**config.mk**
```make
export PLATFORM = sky130hd
export DESIGN_NAME = vga_scan_gen
export DESIGN_NICKNAME = d
export VERILOG_FILES = /design/src/rtl/vga_scan_gen.sv
export SDC_FILE = /design/constraint.sdc
export NUM_CORES = 1
export LEC_CHECK = 0
export BUFFER_PORTS_ARGS = -buffer_cell sky130_fd_sc_hd__buf_2
export CAP_MARGIN = 20
export CORE_ASPECT_RATIO = 0.5
export CORE_MARGIN = 4
export CORE_UTILIZATION = 57
export DETAILED_ROUTE_END_ITERATION = 8
export PLACE_DENSITY = 0.79
export SYNTH_ARGS = -nofsm -noshare
export SYNTH_HDL_FRONTEND = slang
export SYNTH_SLANG_ARGS = --single-unit
```
**constraint.sdc**
```tcl
create_clock -name clk -period 2.4 [get_ports clk]
set_input_delay 0.48 -clock clk [delete_from_list [all_inputs] [get_ports clk]]
set_output_delay 0.48 -clock clk [all_outputs]
set_load 0.02 [all_outputs]
```
**src/rtl/vga_scan_gen.sv**
```systemverilog
// Parametrised VGA timing and scaled framebuffer address generator running on the system clock.
// Optional vblank interrupt flag enabled by defining VGA_VBLANK_IRQ_EN.
module vga_scan_gen #(
   parameter int          H_ACTIVE    = 640,
   parameter int          H_FP        = 16,
   parameter int          H_SYNC      = 96,
   parameter int          H_BP        = 48,
   parameter int          V_ACTIVE    = 480,
   parameter int          V_FP        = 10,
   parameter int          V_SYNC      = 2,
   parameter int          V_BP        = 33,
   parameter int          CLK_DIV     = 2,
   parameter int          SCALE_SHIFT = 3,
   parameter int          ADDR_W      = 32,
   parameter logic [ADDR_W-1:0] BASE_ADDR = 'h200,
   parameter int          RD_LATENCY  = 1,
   parameter bit          SYNC_POL    = 1'b0
) (
   input  logic                                            clk,
   input  logic                                            reset,
   output logic                                            pix_tick,
   output logic                                            hsync,
   output logic                                            vsync,
   output logic                                            disp_active,
   output logic [ADDR_W-1:0]                               fb_addr,
   output logic                                            line_start,
   output logic                                            frame_start,
   output logic [$clog2(H_ACTIVE+H_FP+H_SYNC+H_BP)-1:0]    h_count,
   output logic [$clog2(V_ACTIVE+V_FP+V_SYNC+V_BP)-1:0]    v_count,
   output logic                                            vblank_irq,
   input  logic                                            irq_ack
);

   localparam int H_TOTAL = H_ACTIVE + H_FP + H_SYNC + H_BP;
   localparam int V_TOTAL = V_ACTIVE + V_FP + V_SYNC + V_BP;
   localparam int HW      = $clog2(H_TOTAL);
   localparam int VW      = $clog2(V_TOTAL);
   localparam int DW      = (CLK_DIV > 1) ? $clog2(CLK_DIV) : 1;

   localparam logic [DW-1:0]     DIV_LAST   = DW'(CLK_DIV - 1);
   localparam logic [HW-1:0]     H_LAST     = HW'(H_TOTAL - 1);
   localparam logic [HW-1:0]     H_ACT_END  = HW'(H_ACTIVE);
   localparam logic [HW-1:0]     H_SYNC_BEG = HW'(H_ACTIVE + H_FP);
   localparam logic [HW-1:0]     H_SYNC_END = HW'(H_ACTIVE + H_FP + H_SYNC - 1);
   localparam logic [VW-1:0]     V_LAST     = VW'(V_TOTAL - 1);
   localparam logic [VW-1:0]     V_ACT_END  = VW'(V_ACTIVE);
   localparam logic [VW-1:0]     V_SYNC_BEG = VW'(V_ACTIVE + V_FP);
   localparam logic [VW-1:0]     V_SYNC_END = VW'(V_ACTIVE + V_FP + V_SYNC - 1);
   localparam logic [VW-1:0]     V_ROW_MASK = VW'((1 << SCALE_SHIFT) - 1);
   localparam logic [ADDR_W-1:0] FB_COLS    = ADDR_W'(H_ACTIVE >> SCALE_SHIFT);

   logic [DW-1:0]     r_div_cnt;
   logic [HW-1:0]     r_h_cnt;
   logic [VW-1:0]     r_v_cnt;
   logic [ADDR_W-1:0] r_row_base;
   logic [ADDR_W-1:0] r_fb_addr;
   // Each stage holds {active, hsync_raw, vsync_raw}.
   logic [2:0]        r_pipe [RD_LATENCY+1];

   logic              w_tick;
   logic              w_h_wrap;
   logic              w_frame_wrap;
   logic              w_active;
   logic              w_hs_raw;
   logic              w_vs_raw;
   logic              w_row_step;
   logic [ADDR_W-1:0] w_pix_addr;
   logic [2:0]        w_pipe_out;

   assign w_tick       = ~reset & (r_div_cnt == DIV_LAST);
   assign w_h_wrap     = w_tick & (r_h_cnt == H_LAST);
   assign w_frame_wrap = w_h_wrap & (r_v_cnt == V_LAST);
   assign w_active     = (r_h_cnt < H_ACT_END) && (r_v_cnt < V_ACT_END);
   assign w_hs_raw     = (r_h_cnt >= H_SYNC_BEG) && (r_h_cnt <= H_SYNC_END);
   assign w_vs_raw     = (r_v_cnt >= V_SYNC_BEG) && (r_v_cnt <= V_SYNC_END);
   // Last screen line of a framebuffer row: advance to the next row on this wrap.
   assign w_row_step   = (r_v_cnt < V_ACT_END) && ((r_v_cnt & V_ROW_MASK) == V_ROW_MASK);
   assign w_pix_addr   = BASE_ADDR + r_row_base + ADDR_W'(r_h_cnt >> SCALE_SHIFT);

   // NOTE: sequential state uses non-blocking assignments so every register samples pre-edge values.
   always_ff @(posedge clk) begin
      if (reset) begin
         r_div_cnt <= '0;
      end else if (r_div_cnt == DIV_LAST) begin
         r_div_cnt <= '0;
      end else begin
         r_div_cnt <= r_div_cnt + 1'b1;
      end
   end

   always_ff @(posedge clk) begin
      if (reset) begin
         r_h_cnt    <= '0;
         r_v_cnt    <= '0;
         r_row_base <= '0;
         r_fb_addr  <= BASE_ADDR;
      end else if (w_tick) begin
         r_fb_addr <= w_active ? w_pix_addr : BASE_ADDR;
         if (w_h_wrap) begin
            r_h_cnt <= '0;
            r_v_cnt <= (r_v_cnt == V_LAST) ? '0 : r_v_cnt + 1'b1;
            if (w_frame_wrap) begin
               r_row_base <= '0;
            end else if (w_row_step) begin
               r_row_base <= r_row_base + FB_COLS;
            end
         end else begin
            r_h_cnt <= r_h_cnt + 1'b1;
         end
      end
   end

   // NOTE: this array is a handful of flops, not RAM, so it is reset to give clean sync levels.
   always_ff @(posedge clk) begin
      if (reset) begin
         for (int i = 0; i <= RD_LATENCY; i++) begin
            r_pipe[i] <= '0;
         end
      end else if (w_tick) begin
         r_pipe[0] <= {w_active, w_hs_raw, w_vs_raw};
         for (int i = 1; i <= RD_LATENCY; i++) begin
            r_pipe[i] <= r_pipe[i-1];
         end
      end
   end

   assign w_pipe_out  = r_pipe[RD_LATENCY];
   assign disp_active = w_pipe_out[2];
   assign hsync       = w_pipe_out[1] ? SYNC_POL : ~SYNC_POL;
   assign vsync       = w_pipe_out[0] ? SYNC_POL : ~SYNC_POL;
   assign fb_addr     = r_fb_addr;
   assign pix_tick    = w_tick;
   assign line_start  = w_h_wrap;
   assign frame_start = w_frame_wrap;
   assign h_count     = r_h_cnt;
   assign v_count     = r_v_cnt;

`ifdef VGA_VBLANK_IRQ_EN
   localparam logic [VW-1:0] V_IRQ_LINE = VW'(V_ACTIVE - 1);

   logic r_vblank_irq;
   logic w_vblank_set;

   assign w_vblank_set = w_h_wrap & (r_v_cnt == V_IRQ_LINE);

   // Set has priority so an ack racing the new vblank cannot lose it.
   always_ff @(posedge clk) begin
      if (reset) begin
         r_vblank_irq <= 1'b0;
      end else if (w_vblank_set) begin
         r_vblank_irq <= 1'b1;
      end else if (irq_ack) begin
         r_vblank_irq <= 1'b0;
      end
   end

   assign vblank_irq = r_vblank_irq;
`else
   logic w_unused_irq_ack;

   assign w_unused_irq_ack = irq_ack;
   assign vblank_irq       = 1'b0;
`endif

endmodule

```
==> summary.log, run 1 <==
qor: clocking.cts_tree yes
qor: critical_path.end_kind output pin
qor: detailed_routing.route.detailed.vias_per_inst 5.842
qor: floorplan.initial_utilization 60.97%
qor: detailed_routing.num_vias 3850
qor: layout.multiInputGateArea 0.002255 sq mm
qor: timing.fin_setup_tns 0 ns
qor: layout.layout-drive-gt1-share 22.22%
qor: clocking.cts_root_buffer clkbuf_16
qor: clocking.cts.htree.levels 3
qor: timing.setup_clock_skew_after_layout 0.006116 ns
qor: timing.max_freq 440.9 MHz
qor: global_route.largest_net_degree_at_the_start_of_global_routing 33
qor: timing.timing.final.hold_violations 0
qor: synth.synth.avg_cell_area 8.702 sq um
qor: timing.worst_rel_slew_slack 62.96%
qor: detailed_routing.ant_nets 0
qor: floorplan.placeableCoreArea 0.006937 sq mm
qor: detailed_routing.drt-wirelength-per-cell 15.88 um
qor: placement.post_dp_cell_area 0.004742 sq mm
qor: synth.synth.cell_area 0.004229 sq mm
qor: global_route.grt_util_all_layers 24.35%
qor: layout.layout.area.seq 0.001804 sq mm
qor: floorplan.io-pin-count 62
qor: critical_path.crit_slowest_cell dfxtp_2
qor: timing.drv_slew 0
qor: synth.synth_edf_count 6
qor: detailed_routing.drc 0
qor: critical_path.worst-path-max-fanout 7
qor: synth.syn_inst 486
qor: global_route.grt_antenna_before_repair 0
qor: floorplan.die-height 68.91 um
qor: synth.ys_dominant_reg_cell dfxtp_1
qor: critical_path.critical-path-max-stage-delay 0.37 ns
qor: outcome.status completed
qor: worst_hold_path.hp-class flop to flop
qor: layout.postLayoutCellArea 0.005085 sq mm
qor: critical_path.critical_path.n_buffers_inverters 2
qor: timing.period_share 94.50%
qor: placement.gp_congestion 0.8940
qor: floorplan.std_cell_rows 21
qor: power_and_ir_drop.cellLeakagePower 2.001 nW
qor: layout.area_growth_syn_to_layout 20.24%
qor: layout.final_net_count 575
qor: layout.filler_cell_count 574
qor: power_and_ir_drop.ir_drop 426.1 uV
qor: flow_run.cap_viol_max_count 0
qor: critical_path.cp.arrival 1.79 ns
qor: floorplan.area_enclosed_by_the_die_boundary 0.008945 sq mm
qor: synth.yosys_register_bits 87
qor: clocking.clk_pin_slew_worst_paths 0.06 ns
qor: detailed_routing.first_pass_iters 4
qor: power_and_ir_drop.power.density 579.4 mW/mm^2
qor: critical_path.worstSetupPathType flop to output pin
qor: critical_path.critPathRequiredTime 1.92 ns
qor: synth.number_of_nets_produced_by_synthesis 499
qor: clocking.cts.hold.buffers_added 0
qor: critical_path.start_kind flop
qor: layout.diodes 0
qor: critical_path.timing.critical_path.cells ha_2 -> and3b_1 -> nand4_1 -> buf_6 -> nor2_1 -> buf_2
qor: timing.setup_viol_count_final 0
qor: detailed_routing.drt-total-wl 10470 um
qor: clocking.clk_path_buf_depth 2
qor: placement.place.detailed.hpwl 7397 um
qor: timing.post-route-min-period 2.268 ns
qor: clocking.clock-sinks 87
qor: synth.netlist-cell-type-count 58
qor: detailed_routing.detail_route.iter0.violations 220
qor: global_route.first_global_vias 3511
qor: synth.synth_sequential_area_ratio 42.60%
qor: global_route.grt_remaining_overflow 0
qor: clocking.cts_buffers 9
qor: timing.unrepaired_setup_endpoints_after_global_routing false
qor: clocking.clk_latency 0.34 ns
qor: floorplan.die_w 129.8 um
qor: critical_path.critPathTopFamily simple AND/OR/NAND/NOR gates
qor: placement.io_buffers 59
qor: synth.share_of_synthesized_registers_carrying_an_async_set_or_reset 0%
qor: global_route.grt_first_pass_wirelength 16970 um
qor: synth.yosysWarnings 0
qor: timing.max_slew.worst_pin.slew 0.5505 ns
placed cells by master, fill, tap and decap left out, types with 8 or more instances in the layout:
cell type,n
dfxtp_1,79
buf_2,59
nand2_1,51
o21ai_0,36
buf_4,35
nor2_1,32
xnor2_1,29
a21oi_1,28
nor3_1,25
nand4_1,21
xor2_1,19
nand3_1,13
or3_1,12
inv_1,9
ha_1,9
clkbuf_16,9
and3_1,8
cell usage after synthesis (2+ instances only):
master / number / area share (%)
dfxtp_1: 81 / 38
nand2_1: 51 / 4.5
o21ai_0: 36 / 4.3
nor2_1: 33 / 2.9
xnor2_1: 29 / 6.0
a21oi_1: 28 / 3.3
nor3_1: 25 / 3.0
nand4_1: 21 / 3.1
xor2_1: 19 / 3.9
clkbuf_1: 15 / 1.3
nand3_1: 13 / 1.5
or3_1: 12 / 1.8
ha_1: 10 / 3.0
buf_2: 9 / 1.1
inv_1: 9 / 0.80
and3_1: 8 / 1.2
a22o_1: 6 / 1.2
and2_1: 6 / 0.89
edfxtp_1: 6 / 4.3
nor4_1: 5 / 0.74
a21o_1: 4 / 0.71
and4_1: 4 / 0.83
o2111ai_1: 4 / 0.83
o31ai_1: 4 / 0.71
a211oi_1: 3 / 0.53
nor2b_1: 3 / 0.44
o21ai_1: 3 / 0.35
or4_1: 3 / 0.53
and3b_1: 2 / 0.41
buf_1: 2 / 0.18
buf_4: 2 / 0.35
nand2b_1: 2 / 0.30
nand4b_1: 2 / 0.41
nor3_4: 2 / 0.77
power breakdown:
part	total (mW)	internal [mW]	switching [mW]
sequential	1.47	1.47	0.00412
combinational	0.0858	0.0231	0.0627
clock	1.39	0.807	0.579
total	2.95	2.30	0.646
cells by family after synthesis:
kind of cell               after synthesis  synth area share [%]
buffers and inverters                   40                 4.230
DFF                                     87                 42.60
and+or+nand+nor                        200                 25.38
xor gates and xnor gates                48                 9.941
adders and majority gates               10                 2.959
AOI/OAI and AO/OA                      100                 14.79
other                                    1               0.08867
tightest hold or removal path, stage by stage (launching register included):
cell and delay (ns):
dfxtp_1 0.31, nand2_1 0.05, o21ai_1 0.05
registers in the layout, indices dropped and copies added, names as in the netlist:
| register | flops |
|---|---|
| fb_addr | 32 |
| r_pipe | 6 |
| v_count | 10 |
| r_row_base | 28 |
| h_count | 10 |
| r_div_cnt | 1 |
layout make-up:
class | count | area share (%)
Timing Repair Buffer | 95 | 11.20
Inverter | 10 | 0.8366
Multi-Input combinational cell | 359 | 44.34
Sequential cell | 87 | 35.48
Clock inverter | 7 | 1.452
Tap cell | 92 | 2.264
Clock buffer | 9 | 4.429
final timing paths:
path | cells after the start | to | slack (ns) | from
setup reg to reg | 8 | r_row_base[13]$_SDFFE_PP0P_ | 0.18 | v_count[0]$_SDFFE_PP0P_
hold / removal | 2 | fb_addr[30]$_SDFFE_PP0P_ | 0.45 | fb_addr[30]$_SDFFE_PP0P_
hold reg to reg | 2 | fb_addr[30]$_SDFFE_PP0P_ | 0.45 | fb_addr[30]$_SDFFE_PP0P_
setup / recovery | 6 | frame_start | 0.13 | h_count[1]$_SDFFE_PP0P_
through the flow:
| stage | power, mW | setup WS, ns | util [%] | std cells | hold slack (ns) |
|---|---|---|---|---|---|
| 2_1_floorplan | 1.560 | 0.1567 | - | 486 | 0.4643 |
| 3_3_place_gp | 1.591 | 0.2062 | 68.36 | 639 | 0.4318 |
| 3_5_place_dp | 1.593 | 0.1641 | 68.36 | 639 | 0.4366 |
| 4_1_cts | 2.961 | 0.02274 | 72.80 | 655 | 0.4481 |
| 5_1_grt | 3.031 | 0.003854 | 73.30 | 659 | 0.4751 |
| 6_report | 2.946 | 0.1320 | 73.30 | 659 | 0.4512 |
metal layers:
layer  vias up  GRT usage (%)  routed length, um
met1      1818          30.40               4755
met5         -              0                  0
met3        17          6.308                681
met2       125          41.54               4876
met4         0          8.808                153
li1       1890              -                  -
what timing repair did:
| action | in CTS | in global routing |
|---|---|---|
| setup endpoints to repair | 1 | 7 |
| setup buffers | 0 | 4 |
| resized for setup | 3 | 3 |
| cloned | 0 | 0 |
(Power assumes the default switching activity.)
==> run 2: changes to the inputs <==
--- a/config.mk
+++ b/config.mk
@@ -7,8 +7,6 @@
 export LEC_CHECK = 0
 export BUFFER_PORTS_ARGS = -buffer_cell sky130_fd_sc_hd__buf_2
 export CAP_MARGIN = 20
-export CORE_ASPECT_RATIO = 0.5
-export CORE_MARGIN = 4
 export CORE_UTILIZATION = 57
 export DETAILED_ROUTE_END_ITERATION = 8
 export PLACE_DENSITY = 0.79
==> summary.log, run 2 (synthesis gave the netlist of run 1 again) <==
qor: detailed_routing.detail_route.iter0.violations 285 [+30%]
qor: critical_path.start_kind flop
qor: critical_path.setup.worst_path.end line_start
qor: floorplan.std_cell_rows 31 [+48%]
qor: layout.layout-drive-gt1-share 22.40% [+0.18 points]
qor: clocking.clk_latency 0.36 ns [+0.02 ns]
qor: placement.place_worst_setup_slack 0.06600 ns [-0.09809 ns]
qor: critical_path.rr_endpoint r_row_base[18]$_SDFFE_PP0P_
qor: worst_hold_path.hp-class flop to flop
qor: power_and_ir_drop.cellLeakagePower 1.939 nW [-3.1%]
qor: floorplan.die_w 88.14 um [-32%]
qor: critical_path.critPathMostFrequentCell buf_4
qor: clocking.cts.hold.buffers_added 0 [unchanged]
qor: power_and_ir_drop.share_comb_of_total_power 3.2% [+0.3 points]
qor: power_and_ir_drop.internal_power_component 1.940 mW [-16%]
qor: layout.area_growth_syn_to_layout 18.40%
qor: power_and_ir_drop.power.sequential.fraction 57.3% [+7.3 points]
qor: clocking.cts_buffers 9 [unchanged]
qor: global_route.grt_first_pass_wirelength 16180 um [-4.6%]
qor: timing.timing.final.hold_violations 0 [unchanged]
qor: clocking.cts_tree yes
qor: critical_path.cp.depth 5 [-1]
qor: critical_path.end_kind output pin
qor: critical_path.critPathTopFamily simple AND/OR/NAND/NOR gates
qor: clocking.clk_path_buf_depth 2 [unchanged]
qor: clocking.cts.htree.levels 3 [unchanged]
qor: layout.post_layout_nonfiller_instances 666 [+1.1%]
qor: timing.max_freq 434.0 MHz [-1.6%]
qor: clocking.clk_pin_slew_worst_paths 0.09 ns [+0.03 ns]
qor: critical_path.timing.critical_path.cells nor4b_2 -> nand4_1 -> inv_4 -> buf_4 -> buf_4
qor: power_and_ir_drop.clock_power_share 39.5% [-7.5 points]
qor: outcome.status completed
qor: layout.largest_register_ff_count 32 [unchanged]
qor: global_route.grt_remaining_overflow 0 [unchanged]
qor: critical_path.worst-path-max-fanout 10 [+3]
qor: placement.post_dp_cell_area 0.004718 sq mm [-0.50%]
qor: floorplan.die-height 88.14 um [+28%]
qor: power_and_ir_drop.power.density 513.8 mW/mm^2 [-11%]
qor: power_and_ir_drop.power.share.switching 24.61% [+2.7 points]
qor: timing.drv_slew 0 [unchanged]
qor: floorplan.initial_utilization 58.62% [-2.3 points]
qor: layout.commonest_non_fill_non_tap_cells_in_the_layout dfxtp_1, buf_2, nand2_1, o21ai_0, buf_4
qor: detailed_routing.drc 0 [unchanged]
qor: placement.gp_congestion 0.9122 [+2.0%]
qor: global_route.grt_util_all_layers 27.23% [+2.9 points]
qor: timing.setup_viol_count_final 0 [unchanged]
qor: floorplan.io-pin-count 62 [unchanged]
qor: placement.io_buffers 59 [unchanged]
qor: timing.max_slew.worst_pin.slew 0.5471 ns [-0.003340 ns]
qor: timing.post-route-min-period 2.304 ns [+0.03614 ns]
qor: power_and_ir_drop.ir_drop 292.1 uV [-31%]
qor: critical_path.setup.reg_to_reg.worst_slack 0.15 ns [-0.03 ns]
qor: global_route.grt_antenna_before_repair 0 [unchanged]
qor: critical_path.worst-r2r-cell-count 8 [unchanged]
qor: detailed_routing.drt-wirelength-per-cell 15.46 um [-2.6%]
qor: critical_path.critical_path.n_buffers_inverters 3 [+1]
qor: layout.final_net_count 575 [unchanged]
qor: clocking.cts_root_buffer clkbuf_8
qor: critical_path.critPathLaunch h_count[6]$_SDFFE_PP0P_
qor: timing.setup_clock_skew_after_layout 0.008466 ns [+0.002351 ns]
qor: layout.postLayoutCellArea 0.005007 sq mm [-1.5%]
qor: timing.period_share 96.01% [+1.5 points]
qor: critical_path.crit_slowest_cell dfxtp_1
qor: detailed_routing.drt-total-wl 10300 um [-1.6%]
qor: detailed_routing.route.detailed.vias_per_inst 5.730 [-1.9%]
qor: critical_path.critical-path-max-stage-delay 0.41 ns [+0.04 ns]
qor: critical_path.worstSetupPathType flop to output pin
qor: placement.place.detailed.hpwl 7262 um [-1.8%]
qor: timing.worst_rel_slew_slack 63.36% [+0.40 points]
qor: floorplan.area_enclosed_by_the_die_boundary 0.007768 sq mm [-13%]
qor: clocking.clock-sinks 87 [unchanged]
qor: timing.layout_setup_ws 0.09581 ns [-0.03614 ns]
qor: floorplan.placeableCoreArea 0.007214 sq mm [+4.0%]
qor: placement.place_inst 640 [+0.16%]
qor: critical_path.critPathRequiredTime 1.92 ns [about the same]
qor: power_and_ir_drop.p_sw 633.3 uW [-1.9%]
qor: critical_path.crit-reg2reg-launch v_count[0]$_SDFFE_PP0P_
qor: detailed_routing.num_vias 3816 [-0.88%]
qor: layout.layout.cells.most_common dfxtp_1
qor: detailed_routing.ant_nets 0 [unchanged]
qor: global_route.first_global_vias 3329 [-5.2%]
qor: global_route.largest_net_degree_at_the_start_of_global_routing 33 [unchanged]
qor: detailed_routing.first_pass_iters 5 [+1]
qor: flow_run.cap_viol_max_count 0 [unchanged]
qor: critical_path.cp.arrival 1.82 ns [+0.03 ns]
qor: layout.diodes 0 [unchanged]
run 2: cell count changes in the layout (fill, tap and decap cells not counted), sizes merged:
cell,before,now
inv,9,12
clkinv,6,0
bufinv,1,0
clkinvlp,1,3
clkbuf,9,11
run 2: worst register-to-register path: stages (launching register included):
cell and delay (ns):
dfxtp_1 0.39, inv_1 0.12, ha_1 0.16, and4bb_1 0.22, and4_2 0.41, o211ai_2 0.19
buf_4 0.20, or3_1 0.34, a21oi_1 0.15
run 2: layout make-up:
type	instances	area, sq um
Timing Repair Buffer	95	584.3
Fill cell	615	2207
Inverter	10	40.04
Clock buffer	11	152.6
Tap cell	99	123.9
Sequential cell	87	1810
Multi-Input combinational cell	359	2256
Clock inverter	5	40.04
run 2: per-layer routing:
layer	GRT usage, %	vias to the layer above	share of wire, %
met5	0	-	0
met4	7.771	0	1.6
met3	6.503	19	6.8
met2	40.38	137	44
met1	39.41	1775	48
li1	-	1885	-
run 2: worst min-delay path by stage:
stage                                            from                          end  slack, ns  cells after the start
after CTS                    fb_addr[30]$_SDFFE_PP0P_     fb_addr[30]$_SDFFE_PP0P_       0.45                      2
final                        fb_addr[30]$_SDFFE_PP0P_     fb_addr[30]$_SDFFE_PP0P_       0.45                      2
after global routing         fb_addr[30]$_SDFFE_PP0P_     fb_addr[30]$_SDFFE_PP0P_       0.47                      2
after detailed placement      fb_addr[6]$_SDFFE_PP0P_      fb_addr[6]$_SDFFE_PP0P_       0.44                      2
after floorplan           r_row_base[31]$_SDFFE_PP0P_  r_row_base[31]$_SDFFE_PP0P_       0.46                      2
after global placement        fb_addr[5]$_SDFFE_PP0P_      fb_addr[5]$_SDFFE_PP0P_       0.43                      2
run 2: stage by stage:
step	TNS (ns)	util (%)	power (mW)	hold WS, ns
finish	0	69.41	2.573	0.4531
global route	-0.0006557	69.41	2.648	0.4700
CTS	0	68.07	2.575	0.4547
detailed placement	0	65.40	1.590	0.4409
global placement	0	65.40	1.588	0.4299
floorplan	0	-	1.560	0.4643
run 2: power by group through the flow:
stage	Sequential, mW	Clock, mW	Combinational (mW)
after floorplan	1.51	0	0.0494
after global routing	1.47	1.08	0.0902
after detailed placement	1.51	0	0.0822
after global placement	1.51	0	0.0802
after CTS	1.47	1.02	0.0828
final	1.47	1.02	0.0829
run 2: timing repair:
item | CTS | global route
hold endpoints to repair | 0 | 0
buffers inserted | 0 | 9
gates resized for setup | 0 | 12
endpoints found under the setup margin | 0 | 13
==> run 3: changes to the inputs <==
--- a/config.mk
+++ b/config.mk
@@ -9,6 +9,7 @@
 export CAP_MARGIN = 20
 export CORE_UTILIZATION = 57
 export DETAILED_ROUTE_END_ITERATION = 8
+export MAX_ROUTING_LAYER = met4
 export PLACE_DENSITY = 0.79
 export SYNTH_ARGS = -nofsm -noshare
 export SYNTH_HDL_FRONTEND = slang
==> summary.log, run 3 (synthesis gave the netlist of run 1 again) <==
qor: floorplan.placeableCoreArea 0.007214 sq mm [unchanged]
qor: detailed_routing.route.detailed.vias_per_inst 5.843 [+2.0%]
qor: detailed_routing.drt-total-wl 10100 um [-1.9%]
qor: clocking.clk_latency 0.36 ns [about the same]
qor: floorplan.initial_utilization 58.62% [unchanged]
qor: critical_path.worstSetupPathType flop to output pin
qor: critical_path.critical-path-max-stage-delay 0.38 ns [-0.03 ns]
qor: critical_path.crit-reg2reg-launch v_count[0]$_SDFFE_PP0P_
qor: critical_path.cp.arrival 1.83 ns [about the same]
qor: detailed_routing.drt-wirelength-per-cell 15.37 um [-0.58%]
qor: timing.fin_setup_tns 0 ns [unchanged]
qor: timing.post-route-min-period 2.310 ns [+0.005635 ns]
qor: timing.max_freq 432.9 MHz [-0.24%]
qor: critical_path.critPathRequiredTime 1.92 ns [about the same]
qor: floorplan.std_cell_rows 31 [unchanged]
qor: layout.final_net_count 566 [-1.6%]
qor: critical_path.start_kind flop
qor: layout.area_growth_syn_to_layout 16.15%
qor: layout.layout.cells.most_common dfxtp_1
qor: critical_path.critPathLaunch v_count[0]$_SDFFE_PP0P_
qor: clocking.cts_tree yes
qor: critical_path.worst-path-max-fanout 7 [-3]
qor: critical_path.crit_slowest_cell dfxtp_1
qor: clocking.cts.htree.levels 3 [unchanged]
qor: timing.setup_clock_skew_after_layout 0.009978 ns [+0.001511 ns]
qor: placement.post_dp_cell_area 0.004706 sq mm [-0.27%]
qor: floorplan.die_w 88.14 um [unchanged]
qor: timing.setup_viol_count_final 0 [unchanged]
qor: global_route.largest_net_degree_at_the_start_of_global_routing 33 [unchanged]
qor: layout.filler_cell_count 615 [unchanged]
qor: floorplan.area_enclosed_by_the_die_boundary 0.007768 sq mm [unchanged]
qor: global_route.grt_first_pass_wirelength 16340 um [+0.98%]
qor: detailed_routing.first_pass_iters 5 [unchanged]
qor: global_route.grt_antenna_before_repair 0 [unchanged]
qor: detailed_routing.drc 0 [unchanged]
qor: global_route.first_global_vias 3282 [-1.4%]
qor: worst_hold_path.hp-start fb_addr[30]$_SDFFE_PP0P_
qor: timing.unrepaired_setup_endpoints_after_global_routing false
qor: placement.place.detailed.hpwl 7267 um [about the same]
qor: clocking.clock-sinks 87 [unchanged]
qor: floorplan.die-height 88.14 um [unchanged]
qor: power_and_ir_drop.power.density 515.1 mW/mm^2 [+0.24%]
qor: critical_path.timing.critical_path.cells inv_1 -> ha_1 -> and4bb_1 -> nand4_1 -> nor2_1 -> buf_2
qor: placement.io_buffers 59 [unchanged]
qor: placement.gp_congestion 0.9729 [+6.7%]
qor: layout.layout-drive-gt1-share 21.33% [-1.1 points]
qor: layout.diodes 0 [unchanged]
qor: detailed_routing.detail_route.iter0.violations 329 [+15%]
qor: layout.postLayoutCellArea 0.004912 sq mm [-1.9%]
qor: detailed_routing.num_vias 3839 [+0.60%]
qor: timing.worst_rel_slew_slack 64.00% [+0.63 points]
qor: layout.largest_register_ff_count 32 [unchanged]
qor: clocking.cts_buffers 9 [unchanged]
qor: global_route.grt_util_all_layers 28.17% [+0.94 points]
qor: clocking.clk_path_buf_depth 2 [unchanged]
qor: timing.timing.final.hold_violations 0 [unchanged]
qor: critical_path.end_kind output pin
qor: power_and_ir_drop.cellLeakagePower 1.905 nW [-1.8%]
qor: global_route.grt_remaining_overflow 0 [unchanged]
qor: timing.period_share 96.24% [+0.23 points]
qor: clocking.clk_pin_slew_worst_paths 0.09 ns [about the same]
qor: timing.max_slew.worst_pin.slew 0.5377 ns [-0.009470 ns]
qor: layout.commonest_non_fill_non_tap_cells_in_the_layout dfxtp_1, buf_2, nand2_1, o21ai_0, nor2_1
qor: floorplan.io-pin-count 62 [unchanged]
qor: outcome.status completed
qor: layout.layout.area.seq 0.001805 sq mm [-0.28%]
qor: timing.drv_slew 0 [unchanged]
qor: flow_run.cap_viol_max_count 0 [unchanged]
qor: power_and_ir_drop.ir_drop 334.9 uV [+15%]
qor: worst_hold_path.hp-class flop to flop
qor: clocking.cts.hold.buffers_added 0 [unchanged]
qor: clocking.cts_root_buffer clkbuf_8
qor: detailed_routing.ant_nets 0 [unchanged]
qor: layout.multiInputGateArea 0.002257 sq mm [about the same]
run 3: layout make-up:
type / instances / share of cell area, %
clock buffers: 9 / 2.522
clock inverters: 7 / 1.248
inverters: 10 / 0.7896
multi-input cells: 359 / 45.95
flip-flops and latches: 87 / 36.75
well taps: 99 / 2.522
repair buffers: 86 / 10.21
run 3: power by group:
group,total [mW],switching [mW],internal [mW],leakage (nW)
Combinational,0.0791,0.0574,0.0217,1.09
Sequential,1.47,0.00568,1.47,0.719
Clock,0.976,0.576,0.400,0.0945
run 3: final timing paths:
kind | slack, ns | end | depth (start not counted)
worst max-delay path | 0.09 | frame_start | 6
worst min-delay path | 0.45 | fb_addr[30]$_SDFFE_PP0P_ | 2
worst max register to register | 0.11 | r_row_base[31]$_SDFFE_PP0P_ | 7
worst min register to register | 0.45 | fb_addr[30]$_SDFFE_PP0P_ | 2
run 3: stage by stage:
stage                     instances  utilization, %  setup slack, ns  total power [mW]  hold WS, ns
final                           657           68.09          0.09017             2.530       0.4496
after global routing            657           68.09         0.007063             2.621       0.4783
after CTS                       657           67.92          0.03764             2.544       0.4564
after detailed placement        640           65.23          0.07349             1.587       0.4390
after global placement          640           65.23           0.2144             1.584       0.4297
after floorplan                 486               -           0.1567             1.560       0.4643
run 3: per-layer routing:
metal	wire [um]	vias up	GRT usage, %
met4	93	0	6.745
met3	648	13	5.844
met2	4513	138	40.59
li1	-	1865	-
met1	4843	1823	40.29
met5	0	-	-
run 3: what timing repair did:
item / 4_1_cts / 5_1_grt
hold endpoints to repair: 0 / 0
buffers inserted: 1 / 0
endpoints found under the setup margin: 1 / 8
resized for setup: 1 / 6
run 3: worst max-delay path, delay by kind of cell, from the launching register on:
kind | cells | cell delay, ns
DFF | 1 | 0.38
and+or+nand+nor | 3 | 0.65
adders and majority gates | 1 | 0.15
buffers and inverters | 2 | 0.29
